--- src/rtl/if_stage.sv ---
// Instruction fetch stage: PC register with redirect/stall control and the IF/ID pipeline register.
// instr_addr is driven straight from the PC register, so it has no combinational path from any input.
module if_stage #(
    parameter logic [31:0] RESET_PC  = 32'h0000_0000,
    parameter logic [31:0] NOP_INSTR = 32'h0000_0013
) (
    input  logic        clk,
    input  logic        rst,
    input  logic        stall,
    input  logic        flush,
    input  logic        branch_taken,
    input  logic [31:0] branch_target,
    input  logic [31:0] instruction,
    output logic [31:0] instr_addr,
    output logic [31:0] ifid_pc,
    output logic [31:0] ifid_pc4,
    output logic [31:0] ifid_instr,
    output logic        ifid_valid,
    output logic [31:0] fetch_count
);

    logic [31:0] pc;
    logic [31:0] pc_plus4;
    logic        squash;

    assign pc_plus4   = pc + 32'd4;
    assign squash     = branch_taken | flush;
    assign instr_addr = pc;

    // A redirect outranks a stall; word-align the target.
    always_ff @(posedge clk) begin
        if (rst) begin
            pc <= RESET_PC;
        end else if (branch_taken) begin
            pc <= {branch_target[31:2], 2'b00};
        end else if (!stall) begin
            pc <= pc_plus4;
        end
    end

    // A squash still records the current PC so the bubble carries a meaningful address.
    always_ff @(posedge clk) begin
        if (rst) begin
            ifid_pc     <= '0;
            ifid_pc4    <= '0;
            ifid_instr  <= NOP_INSTR;
            ifid_valid  <= 1'b0;
            fetch_count <= '0;
        end else if (squash) begin
            ifid_pc    <= pc;
            ifid_pc4   <= pc_plus4;
            ifid_instr <= NOP_INSTR;
            ifid_valid <= 1'b0;
        end else if (!stall) begin
            ifid_pc     <= pc;
            ifid_pc4    <= pc_plus4;
            ifid_instr  <= instruction;
            ifid_valid  <= 1'b1;
            fetch_count <= fetch_count + 32'd1;
        end
    end

endmodule

--- config.mk ---
export PLATFORM = sky130hd
export DESIGN_NAME = if_stage
export DESIGN_NICKNAME = d
export VERILOG_FILES = /design/src/rtl/if_stage.sv
export SDC_FILE = /design/constraint.sdc
export NUM_CORES = 1
export LEC_CHECK = 0
export ABC_CLOCK_PERIOD_IN_PS = 6500
export CAP_MARGIN = 40
export CORE_MARGIN = 2
export CORE_UTILIZATION = 50
export DETAILED_ROUTE_END_ITERATION = 8
export PLACE_DENSITY = 0.95
export RECOVER_POWER = 50
export REMOVE_ABC_BUFFERS = 1
export SLEW_MARGIN = 20
export SYNTH_ARGS = -nofsm -noshare
export SYNTH_HDL_FRONTEND = slang
export SYNTH_SLANG_ARGS = --single-unit
--- constraint.sdc ---
create_clock -name clk -period 6.5 [get_ports clk]
set_input_delay 1.3 -clock clk [delete_from_list [all_inputs] [get_ports clk]]
set_output_delay 1.3 -clock clk [all_outputs]
set_load 0.05 [all_outputs]
==> impl_metrics.py <==
metrics = {
    "outcome": {
        "run_status": "finished, violations left",
        "violations": "max-capacitance violations, max-slew violations",
    },
    "cells_and_area": {
        "fillers": 1034,
        "insertedDiodeCount": 0,
        "layout.nets": 1078,
        "fin_util": 0.712,
        "drive_above_1_share": 0.0431,
        "multi_input_area_um2": 3550,
        "areaGrowthSynthToFinish_pct": 39.7,
        "seq_area_um2": 3100,
    },
    "placed_design": {
        "gp_congestion": 0.901,
        "dp_hpwl_mm": 13.8,
        "numPortBuffers": 221,
    },
    "synthesis": {
        "yosysWarnings": 0,
        "ys_ff_latch": 155,
        "syn_area_per_cell_um2": 8.45,
        "synthTopCellsByCount": "dfxtp_1 (155), nor2_1 (95), nand2_1 (88)",
        "synth.most_common_cell": "dfxtp_1",
        "synthCells": 830,
        "synth.area.top_cells": "dfxtp_1 (44%), nor2_1 (5.1%), nand2_1 (4.7%)",
        "yosys.area.top_type": "dfxtp_1",
        "yosysTopAreaCellShare": 0.442,
        "synth_edf_count": 0,
        "ys.flop_type": "dfxtp_1",
        "ys_seq_area_frac": 0.442,
        "syn-cell-area_um2": 7020,
        "ys_types": 41,
        "synth-async-reset-ratio": 0,
    },
    "floorplan": {
        "dieArea_um2": 15000,
        "core_area_um2": 13800,
        "die_w_um": 122,
        "num_rows": 43,
        "initial_core_util": 0.509,
        "die_h_um": 122,
        "ios": 230,
    },
    "power_and_ir_drop": {
        "p_switching_uw": 683,
        "p_clk_frac": 0.410,
        "ir_drop_mv": 0.216,
        "power_density_nw_per_um2": 244,
        "power_leakage_uw": 0.00354,
        "power_frac_comb": 0.158,
        "switching_share": 0.285,
        "intPower_uw": 1710,
        "power_frac_seq": 0.433,
    },
    "run": {
        "maxCapViolations": 1,
    },
    "cts": {
        "cts.htree.levels": 4,
        "hold_buffers": 0,
        "cts.sinks": 155,
        "path_clk_slew_ps": 60,
        "clk_latency_ps": 420,
        "post_cts_buffers": 0,
        "tritoncts": "done",
        "clk_path_buf_depth": 2,
        "clock-root-buffer": "clkbuf_16",
        "cts_resized": 0,
        "cts_buffers": 17,
    },
    "global_routing": {
        "grt_pass1_wl_mm": 32.2,
        "grt_pass1_vias": 6479,
        "antenna_found_initial": 0,
        "grt_usage": 0.271,
        "grt_max_degree": 73,
        "grt_overflow": 0,
    },
    "worst_hold_path": {
        "min_from": "ifid_pc[6]$_SDFFE_PP0P_",
        "hold_class": "reg2reg",
    },
    "drt": {
        "wl_mm": 20.4,
        "drc": 0,
        "drt-vias-per-instance": 5.80,
        "wl_per_cell_um": 17.0,
        "drtIter0Drc": 644,
        "vias": 6964,
        "drt-pass1-iter-count": 5,
        "ant_nets": 0,
    },
    "worst_setup_path": {
        "critical_path.max_fanout": 45,
        "cp-start-kind": "input pin",
        "worstPathRequired_ps": 6830,
        "arrival_ps": 4730,
        "critPathKind": "in2reg",
        "startpoint": "stall",
        "crit_path_end_kind": "register",
        "r2r_start": "instr_addr[4]$_SDFFE_PP0P_",
    },
    "sta": {
        "finalHoldViolations": 0,
        "fmax_mhz": 227,
        "period_minus_slack_ps": 4400,
        "finalMaxSlewViolations": 46,
        "max-slew-margin-rel": -0.837,
        "setup_viol": 0,
        "rsz0062_at_grt": "no",
        "worst_slew_pin_slew_ps": 2750,
        "fin_tns_setup_ps": 0,
        "hold_ws_ps": 444,
        "fin_skew_ps": 6.37,
        "fin_crit_sh": 0.677,
    },
}
## worst max-delay path, cell delays in order
cell,delay (ps)
clkbuf_1,630
clkbuf_1,2010
o21ai_0,410
a311oi_1,360
## flip-flops by register name (all words and copies together) (netlist names)
register / flops
ifid_pc: 30
instr_addr: 30
ifid_instr: 32
ifid_valid: 1
ifid_pc4: 30
fetch_count: 32
## per-stage QoR
stage                     instances  setup slack, ps  power (µW)  area, µm²
after floorplan                 756             2710        1270       6700
after global placement         1162             2500        1430       9180
after detailed placement       1165             2420        1440       9220
after CTS                      1197             2880        2410       9800
after global routing           1200             1740        2470       9800
final                          1200             2100        2390       9800
## cells in the final DEF, fill, tap and decap left out, drive strengths merged, types with 7 or more instances in the layout
cell	n
clkdlybuf4s50	142
inv	17
or3	21
and4	14
nor2	95
dfxtp	155
nor4	19
a211oi	23
o21ai	18
and3	7
clkbuf	27
nand2	88
a311oi	31
buf	8
o31ai	33
dlygate4sd3	77
or4	36
mux2i	30
nand3	22
xnor2	21
nor3	9
nand4	20
a21oi	56
## path summary, 6_finish.rpt
kind / cells after the start / end / slack [ps]
worst max-delay path: 4 / instr_addr[6]$_SDFFE_PP0P_ / 2100
worst max register to register: 4 / instr_addr[29]$_SDFFE_PP0P_ / 3700
worst min-delay path: 2 / ifid_pc[6]$_SDFFE_PP0P_ / 440
worst min register to register: 2 / ifid_pc[6]$_SDFFE_PP0P_ / 440
## area by class of cell
class / instances / area share
Multi-Input combinational cell: 585 / 0.362
Sequential cell: 155 / 0.316
Timing Repair Buffer: 232 / 0.234
Clock buffer: 22 / 0.0473
Tap cell: 180 / 0.0230
Clock inverter: 10 / 0.0119
Inverter: 16 / 0.00613
## metal layers
metal | vias to the layer above | share of wire | GRT usage | routed length [µm]
met5 | - | 0 | 0 | 0
met4 | 0 | 0.021 | 0.0790 | 425
met3 | 45 | 0.094 | 0.103 | 1910
met2 | 291 | 0.48 | 0.443 | 9800
met1 | 3255 | 0.40 | 0.333 | 8240
li1 | 3373 | - | - | -
## power by group through the flow
stage,combinational [µW],sequential [µW],clock (µW)
global route,398,1040,1030
CTS,383,1030,993
finish,377,1040,981
detailed placement,381,1060,0
global placement,375,1050,0
floorplan,85.2,1180,0
## kinds of logic after synthesis
group / after synthesis / share of synthesized area
AO/OA/AOI/OAI: 172 / 0.165
other: 1 / 0.000534
AND/OR/NAND/NOR: 347 / 0.254
buffers and inverters: 95 / 0.0567
flip-flops: 155 / 0.442
adder cells (fa/ha/maj): 2 / 0.00357
XOR/XNOR: 27 / 0.0337
multiplexers: 31 / 0.0444
Power figures use the tool's default switching activity.
